==> src/rtl/spi_seq_ctrl_pkg.sv <==
// ---------------------------------------------------------------------------
// spi_seq_ctrl_pkg
// Shared definitions for the SPI transfer sequencer:
//   - MC0 SPI mode opcodes (SPI_SEND / SPI_RECEIVE) and their width
//   - sequencer FSM state encoding
//   - helper that folds every non-RECEIVE mode onto SEND
// ---------------------------------------------------------------------------
package spi_seq_ctrl_pkg;

   localparam int W_SPI_MODE   = 2;
   localparam int W_SPIC_STATE = 3;

   localparam logic [W_SPI_MODE-1:0] SPI_SEND    = 2'd0;
   localparam logic [W_SPI_MODE-1:0] SPI_RECEIVE = 2'd1;

   typedef enum logic [W_SPIC_STATE-1:0] {
      SPIC_IDLE  = 3'd0,
      SPIC_SETUP = 3'd1,
      SPIC_SHIFT = 3'd2,
      SPIC_HOLD  = 3'd3,
      SPIC_DONE  = 3'd4
   } spic_state_t;

   // Only the exact RECEIVE code receives; anything else transmits.
   function automatic logic is_receive(input logic [W_SPI_MODE-1:0] mode);
      return (mode == SPI_RECEIVE);
   endfunction

endpackage

==> src/rtl/spi_seq_ctrl_clk_div.sv <==
// ---------------------------------------------------------------------------
// spi_clk_div
// SCLK generator. While enabled, counts CLK_DIV system clocks per SCLK
// half-period and toggles a registered SCLK (starting low). The tick
// outputs are asserted in the cycle *before* SCLK changes, so logic using
// them acts on the same clk edge where SCLK rises or falls.
// Ports:
//   i_clk, i_rst   system clock, async active-high reset
//   i_en           run the divider; low clears counter and SCLK
//   o_rise_tick    SCLK goes 0->1 at the next clk edge
//   o_fall_tick    SCLK goes 1->0 at the next clk edge
//   o_sclk         registered SCLK
// ---------------------------------------------------------------------------
module spi_clk_div
   import spi_seq_ctrl_pkg::*;
#(
   parameter int CLK_DIV = 4
) (
   input  logic i_clk,
   input  logic i_rst,
   input  logic i_en,
   output logic o_rise_tick,
   output logic o_fall_tick,
   output logic o_sclk
);

   localparam int               W_CNT    = (CLK_DIV > 1) ? $clog2(CLK_DIV) : 1;
   localparam logic [W_CNT-1:0] CNT_LAST = W_CNT'(CLK_DIV - 1);

   logic [W_CNT-1:0] r_cnt;
   logic             r_sclk;
   logic             w_tick;

   assign w_tick      = i_en & (r_cnt == CNT_LAST);
   assign o_rise_tick = w_tick & ~r_sclk;
   assign o_fall_tick = w_tick &  r_sclk;
   assign o_sclk      = r_sclk;

   // Half-period counter and SCLK toggle flop.
   always_ff @(posedge i_clk or posedge i_rst) begin
      if (i_rst) begin
         r_cnt  <= '0;
         r_sclk <= 1'b0;
      end else if (!i_en) begin
         r_cnt  <= '0;
         r_sclk <= 1'b0;
      end else if (w_tick) begin
         r_cnt  <= '0;
         r_sclk <= ~r_sclk;
      end else begin
         r_cnt  <= r_cnt + 1'b1;
         r_sclk <= r_sclk;
      end
   end

endmodule

==> src/rtl/spi_seq_ctrl.sv <==
// ---------------------------------------------------------------------------
// spi_seq_ctrl
// Performs one full-word SPI mode-0 transfer per MC0 request and stalls the
// CPU for its duration. IDLE -> SETUP -> SHIFT -> HOLD -> DONE -> IDLE.
// Ports:
//   i_clk, i_rst        system clock, async active-high reset
//   i_start             request, sampled in IDLE only
//   i_spi_mode          SPI_SEND / SPI_RECEIVE, captured with i_start
//   i_tx_data           word to send, captured with i_start
//   i_miso              serial data from slave
//   o_sclk/o_mosi/o_cs_n  SPI pins (CPOL=0, MSB first, active-low CS)
//   o_busy              registered, high in SETUP/SHIFT/HOLD
//   o_stall             CPU hold: busy, or a request pending in IDLE
//   o_rx_data           last received word
//   o_rx_valid          one-cycle pulse (DONE) when o_rx_data updates
// ---------------------------------------------------------------------------
module spi_seq_ctrl
   import spi_seq_ctrl_pkg::*;
#(
   parameter int W_DATA  = 32,
   parameter int CLK_DIV = 4
) (
   input  logic                  i_clk,
   input  logic                  i_rst,
   input  logic                  i_start,
   input  logic [W_SPI_MODE-1:0] i_spi_mode,
   input  logic [W_DATA-1:0]     i_tx_data,
   input  logic                  i_miso,
   output logic                  o_sclk,
   output logic                  o_mosi,
   output logic                  o_cs_n,
   output logic                  o_busy,
   output logic                  o_stall,
   output logic [W_DATA-1:0]     o_rx_data,
   output logic                  o_rx_valid
);

   localparam int               W_BIT    = $clog2(W_DATA) + 1;
   localparam int               W_PH     = (CLK_DIV > 1) ? $clog2(CLK_DIV) : 1;
   localparam logic [W_PH-1:0]  PH_LAST  = W_PH'(CLK_DIV - 1);
   localparam logic [W_BIT-1:0] BIT_LAST = W_BIT'(W_DATA);

   spic_state_t       r_state;
   spic_state_t       w_state_nxt;
   logic [W_PH-1:0]   r_ph_cnt;
   logic [W_BIT-1:0]  r_bit_cnt;
   logic [W_DATA-1:0] r_tx_sh;
   logic [W_DATA-1:0] r_rx_sh;
   logic [W_DATA-1:0] r_rx_data;
   logic              r_recv;
   logic              r_mosi;
   logic              r_cs_n;
   logic              r_busy;
   logic              r_rx_valid;

   logic w_rise;
   logic w_fall;
   logic w_sclk;
   logic w_accept;
   logic w_last_fall;
   logic w_active_nxt;
   logic w_enter_done;

   spi_clk_div #(.CLK_DIV(CLK_DIV)) u_clk_div (
      .i_clk      (i_clk),
      .i_rst      (i_rst),
      .i_en       (r_state == SPIC_SHIFT),
      .o_rise_tick(w_rise),
      .o_fall_tick(w_fall),
      .o_sclk     (w_sclk)
   );

   assign w_accept     = (r_state == SPIC_IDLE) & i_start;
   // The falling edge after the last rising edge ends SHIFT with SCLK low.
   assign w_last_fall  = w_fall & (r_bit_cnt == BIT_LAST);
   assign w_active_nxt = (w_state_nxt == SPIC_SETUP) | (w_state_nxt == SPIC_SHIFT) |
                         (w_state_nxt == SPIC_HOLD);
   assign w_enter_done = (r_state == SPIC_HOLD) & (w_state_nxt == SPIC_DONE);

   // Next-state decode.
   always_comb begin
      w_state_nxt = r_state;
      case (r_state)
         SPIC_IDLE:  if (i_start)             w_state_nxt = SPIC_SETUP; else w_state_nxt = SPIC_IDLE;
         SPIC_SETUP: if (r_ph_cnt == PH_LAST) w_state_nxt = SPIC_SHIFT; else w_state_nxt = SPIC_SETUP;
         SPIC_SHIFT: if (w_last_fall)         w_state_nxt = SPIC_HOLD;  else w_state_nxt = SPIC_SHIFT;
         SPIC_HOLD:  if (r_ph_cnt == PH_LAST) w_state_nxt = SPIC_DONE;  else w_state_nxt = SPIC_HOLD;
         SPIC_DONE:  w_state_nxt = SPIC_IDLE;
         default:    w_state_nxt = SPIC_IDLE;
      endcase
   end

   // State register.
   always_ff @(posedge i_clk or posedge i_rst) begin
      if (i_rst) r_state <= SPIC_IDLE;
      else       r_state <= w_state_nxt;
   end

   // SETUP/HOLD duration counter, restarted on every state change.
   always_ff @(posedge i_clk or posedge i_rst) begin
      if (i_rst)                                                 r_ph_cnt <= '0;
      else if (w_state_nxt != r_state)                           r_ph_cnt <= '0;
      else if ((r_state == SPIC_SETUP) || (r_state == SPIC_HOLD)) r_ph_cnt <= r_ph_cnt + 1'b1;
      else                                                       r_ph_cnt <= '0;
   end

   // Rising-edge counter; cleared while idle so each word starts at zero.
   always_ff @(posedge i_clk or posedge i_rst) begin
      if (i_rst)                      r_bit_cnt <= '0;
      else if (r_state == SPIC_IDLE)  r_bit_cnt <= '0;
      else if (w_rise)                r_bit_cnt <= r_bit_cnt + 1'b1;
      else                            r_bit_cnt <= r_bit_cnt;
   end

   // Transmit path: load on request, advance on every falling edge except
   // the final one so MOSI keeps the last bit through HOLD.
   always_ff @(posedge i_clk or posedge i_rst) begin
      if (i_rst) begin
         r_tx_sh <= '0;
         r_recv  <= 1'b0;
         r_mosi  <= 1'b0;
      end else if (w_accept) begin
         r_tx_sh <= i_tx_data;
         r_recv  <= is_receive(i_spi_mode);
         r_mosi  <= is_receive(i_spi_mode) ? 1'b0 : i_tx_data[W_DATA-1];
      end else if (w_fall && !w_last_fall) begin
         r_tx_sh <= {r_tx_sh[W_DATA-2:0], 1'b0};
         r_recv  <= r_recv;
         r_mosi  <= r_recv ? 1'b0 : r_tx_sh[W_DATA-2];
      end else begin
         r_tx_sh <= r_tx_sh;
         r_recv  <= r_recv;
         r_mosi  <= r_mosi;
      end
   end

   // Receive shift register: MISO enters at the LSB on each SCLK rise.
   always_ff @(posedge i_clk or posedge i_rst) begin
      if (i_rst)         r_rx_sh <= '0;
      else if (w_accept) r_rx_sh <= '0;
      else if (w_rise)   r_rx_sh <= {r_rx_sh[W_DATA-2:0], i_miso};
      else               r_rx_sh <= r_rx_sh;
   end

   // Registered pin/status outputs, aligned with the state they describe.
   always_ff @(posedge i_clk or posedge i_rst) begin
      if (i_rst) begin
         r_cs_n     <= 1'b1;
         r_busy     <= 1'b0;
         r_rx_valid <= 1'b0;
         r_rx_data  <= '0;
      end else begin
         r_cs_n     <= ~w_active_nxt;
         r_busy     <= w_active_nxt;
         r_rx_valid <= w_enter_done & r_recv;
         r_rx_data  <= (w_enter_done & r_recv) ? r_rx_sh : r_rx_data;
      end
   end

   assign o_sclk     = w_sclk;
   assign o_mosi     = r_mosi;
   assign o_cs_n     = r_cs_n;
   assign o_busy     = r_busy;
   assign o_rx_data  = r_rx_data;
   assign o_rx_valid = r_rx_valid;
   // Stall covers the request cycle itself; gated by reset so it reads 0
   // while reset is asserted.
   assign o_stall    = r_busy | (i_start & (r_state == SPIC_IDLE) & ~i_rst);

endmodule

==> config.mk <==
export PLATFORM = sky130hd
export DESIGN_NAME = spi_seq_ctrl
export DESIGN_NICKNAME = d
export VERILOG_FILES = /design/src/rtl/spi_seq_ctrl_pkg.sv /design/src/rtl/spi_seq_ctrl_clk_div.sv /design/src/rtl/spi_seq_ctrl.sv
export SDC_FILE = /design/constraint.sdc
export NUM_CORES = 1
export LEC_CHECK = 0
export ABC_AREA = 0
export CAP_MARGIN = 0
export CORE_ASPECT_RATIO = 1.2
export CORE_MARGIN = 3
export CORE_UTILIZATION = 30
export CTS_BUF_LIST = sky130_fd_sc_hd__clkbuf_16
export CTS_CLUSTER_DIAMETER = 40
export CTS_CLUSTER_SIZE = 25
export DETAILED_ROUTE_END_ITERATION = 10
export PLACE_DENSITY = 0.58
export SYNTH_ARGS = -nofsm -noshare
export SYNTH_HDL_FRONTEND = slang
export SYNTH_SLANG_ARGS = --single-unit
==> constraint.sdc <==
create_clock -name i_clk -period 3.75 [get_ports i_clk]
set_input_delay 0.375 -clock i_clk [delete_from_list [all_inputs] [get_ports i_clk]]
set_output_delay 0.375 -clock i_clk [all_outputs]
set_load 0.02 [all_outputs]
==> impl_metrics.toml <==
[floorplanning]
die_h_um = 147
floorplan.initialDensity_pct = 30.7
die_x_um = 124
core_area_sq_um = 16300
rows = 51
io_pins = 76
die_area_sq_um = 18300

[pwr]
p_leak_uw = 0.00303
ir_worst_vdd_v = 0.000330
pwr-share-clk_pct = 49.7
powerDensity_nw_per_um2 = 438
seq_power_share_pct = 46.0
power.switching_uw = 592
combPwrFrac_pct = 4.3
fin_total_pwr_uw = 2800
intPower_uw = 2210
swShare_pct = 21.1

[worst_setup_path]
worstSetupEndpointType = "flip-flop"
critPathLaunchType = "flip-flop"
cp_max_fo = 17
path_class = "reg2reg"
worstPathArrival_ps = 2650
required_ps = 4040

[cells_and_area]
drive_gt1_share_pct = 18.1
antenna_cells = 0
fill_cells = 1606
final_cell_mix = "nand2_1 (161), dfrtp_1 (113), clkdlybuf4s50_1 (75)"
design_area_sq_um = 6410
final_cell_count_no_fill = 754
nets = 572
area_delta_synth_final_pct = 28.1
final_common_cell = "nand2_1"

[logic_synthesis]
synth-seq-cells = 114
syn-num-nets = 497
synth_seq_area_share_pct = 57.1
syn-instance-count = 455
ys_warn_count = 0
syn_area_sq_um = 5000
avgSynthCellArea_sq_um = 11.0
synth_cell_types = 34

[routing]
avgViaCountPerCell = 4.48
drt_wl_total_um = 10300
avgRoutedWirePerCell_um = 13.7
vias = 3377
drc = 0
drt-initial-drc-count = 138
detail-route-antenna-nets = 0
first_pass_iters = 4

[timing]
worst_pin_slew_ps = 781
slew_headroom_pct = 48.0
whs_ps = 431
finalSetupViolations = 0
finalHoldViolations = 0
min_period_over_period_pct = 63.1
setup_tns_ps = 0
max_freq_ghz = 0.423
rsz0062_at_grt = "no"
drv_slew = 0
fin_skew_ps = 5.44
period_needed_ps = 2370

[hold_path]
min_path_type = "reg2reg"

[global_route]
antenna_found_initial = 0
grt_pass1_vias = 3591
track_usage_pct = 12.1
grt_max_degree = 66
grt_first_pass_wirelength_um = 17300
overflow = 0

[clocking]
cts_max_level = 4
cts_sinks = 114
clk-insertion-delay-late_ps = 400
clk_pin_slew_ps = 50
cts_tree = "built"
hold_buffers = 0
cts_resized = 0
numCtsBuffers = 17
clockBufferDepth = 2
root_buffer = "clkbuf_16"
post_cts_buffers = 0

[status]
status = "finished clean"

[placed_design]
dp_hpwl_um = 6580
dp.cells = 723
gp_congestion = 0.719
portBuffers = 75
placed_area_sq_um = 5900

[flow_run]
maxCapViolCount = 0
cell usage after synthesis:
master / instances / area [sq um]
nand2_1: 161 / 604
dfrtp_1: 113 / 2830
a21oi_1: 34 / 170
mux2_2: 34 / 383
mux2_4: 27 / 405
nor2_1: 14 / 52.6
buf_2: 12 / 60.1
inv_1: 8 / 30.0
clkbuf_1: 7 / 26.3
xnor2_1: 6 / 52.6
buf_6: 4 / 45.0
ha_1: 4 / 50.1
nor3_1: 4 / 20.0
nor4_1: 3 / 18.8
buf_12: 2 / 40.0
mux2_1: 2 / 22.5
o21ai_0: 2 / 10.0
or2_2: 2 / 12.5
a21o_1: 1 / 7.51
a22o_1: 1 / 8.76
and3_1: 1 / 6.26
and4b_1: 1 / 10.0
buf_8: 1 / 15.0
dfstp_2: 1 / 26.3
nand3_1: 1 / 5.00
nand4_1: 1 / 6.26
nand4bb_1: 1 / 11.3
nor4b_2: 1 / 15.0
o211ai_1: 1 / 7.51
o21ai_4: 1 / 16.3
or3b_2: 1 / 8.76
or4_1: 1 / 7.51
or4b_1: 1 / 10.0
xor2_1: 1 / 8.76
final timing paths:
path / to / from / slack (ps) / cells after the start
min in group asynchronous: r_tx_sh[1]$_DFFE_PP0P_ / i_rst / 590 / 3
min: r_ph_cnt[0]$_DFF_PP0_ / r_ph_cnt[0]$_DFF_PP0_ / 430 / 1
min reg2reg: r_ph_cnt[0]$_DFF_PP0_ / r_ph_cnt[0]$_DFF_PP0_ / 430 / 1
max reg2reg: r_tx_sh[15]$_DFFE_PP0P_ / r_state[2]$_DFF_PP0_ / 1380 / 5
max in group asynchronous: o_rx_data[27]$_DFFE_PP0P_ / i_rst / 1960 / 4
max: r_tx_sh[15]$_DFFE_PP0P_ / r_state[2]$_DFF_PP0_ / 1380 / 5
registers in the layout (all words and copies together), names as in the netlist:
| name | count |
|---|---|
| r_state | 3 |
| u_clk_div.r_cnt | 2 |
| r_tx_sh | 31 |
| r_recv | 1 |
| o_cs_n | 1 |
| u_clk_div.o_sclk | 1 |
| o_mosi | 1 |
| r_bit_cnt | 6 |
| o_rx_data | 32 |
| o_busy | 1 |
| r_ph_cnt | 2 |
| o_rx_valid | 1 |
| r_rx_sh | 32 |
power by group through the flow:
stage	clock [uW]	sequential, uW	combinational, uW
6_report	1390	1290	122
3_3_place_gp	0	1310	120
3_5_place_dp	0	1310	124
2_1_floorplan	0	1300	66.5
4_1_cts	1440	1290	126
5_1_grt	1490	1290	136
final cells by class:
class                      instances  area [sq um]  share of cell area (%)
sequential                       114          2850                    44.6
inverter                           8          32.5                   0.508
clock inverter                    14          83.8                    1.31
tap                              212           265                    4.14
multi-input combinational        307          1940                    30.3
clock buffer                      17           425                    6.64
timing repair buffer              82           803                    12.5
layer usage:
metal	vias to the layer above	wire length, um	part of all wire, %	global-route usage [%]
met5	-	0	0	0
met4	0	201	1.9	5.48
met3	17	525	5.1	3.48
met2	74	5000	48	19.4
met1	1647	4620	45	15.0
li1	1639	-	-	-
through the flow:
stage          utilization [%]  worst slack (ps)
4_1_cts                   39.4              1370
2_1_floorplan                -               275
3_3_place_gp              36.2              1160
6_report                  39.4              1380
5_1_grt                   39.4              1250
3_5_place_dp              36.2              1140
worst max-delay path, cell delays in order, from the launching register on:
cell	delay, ps
dfrtp_1	460
nor2_1	190
nand4_1	200
o21ai_4	590
buf_4	420
mux2_2	370
kinds of logic after synthesis:
| group | count (synthesis) | share of synthesized area [%] |
|---|---|---|
| flops | 114 | 57.1 |
| simple gates | 193 | 15.8 |
| xor+xnor | 7 | 1.23 |
| mux | 63 | 16.2 |
| compound gates | 40 | 4.40 |
| fa+ha+maj | 4 | 1.00 |
| buf+inv | 34 | 4.33 |
No activity file was read; power rests on OpenSTA's default activity.
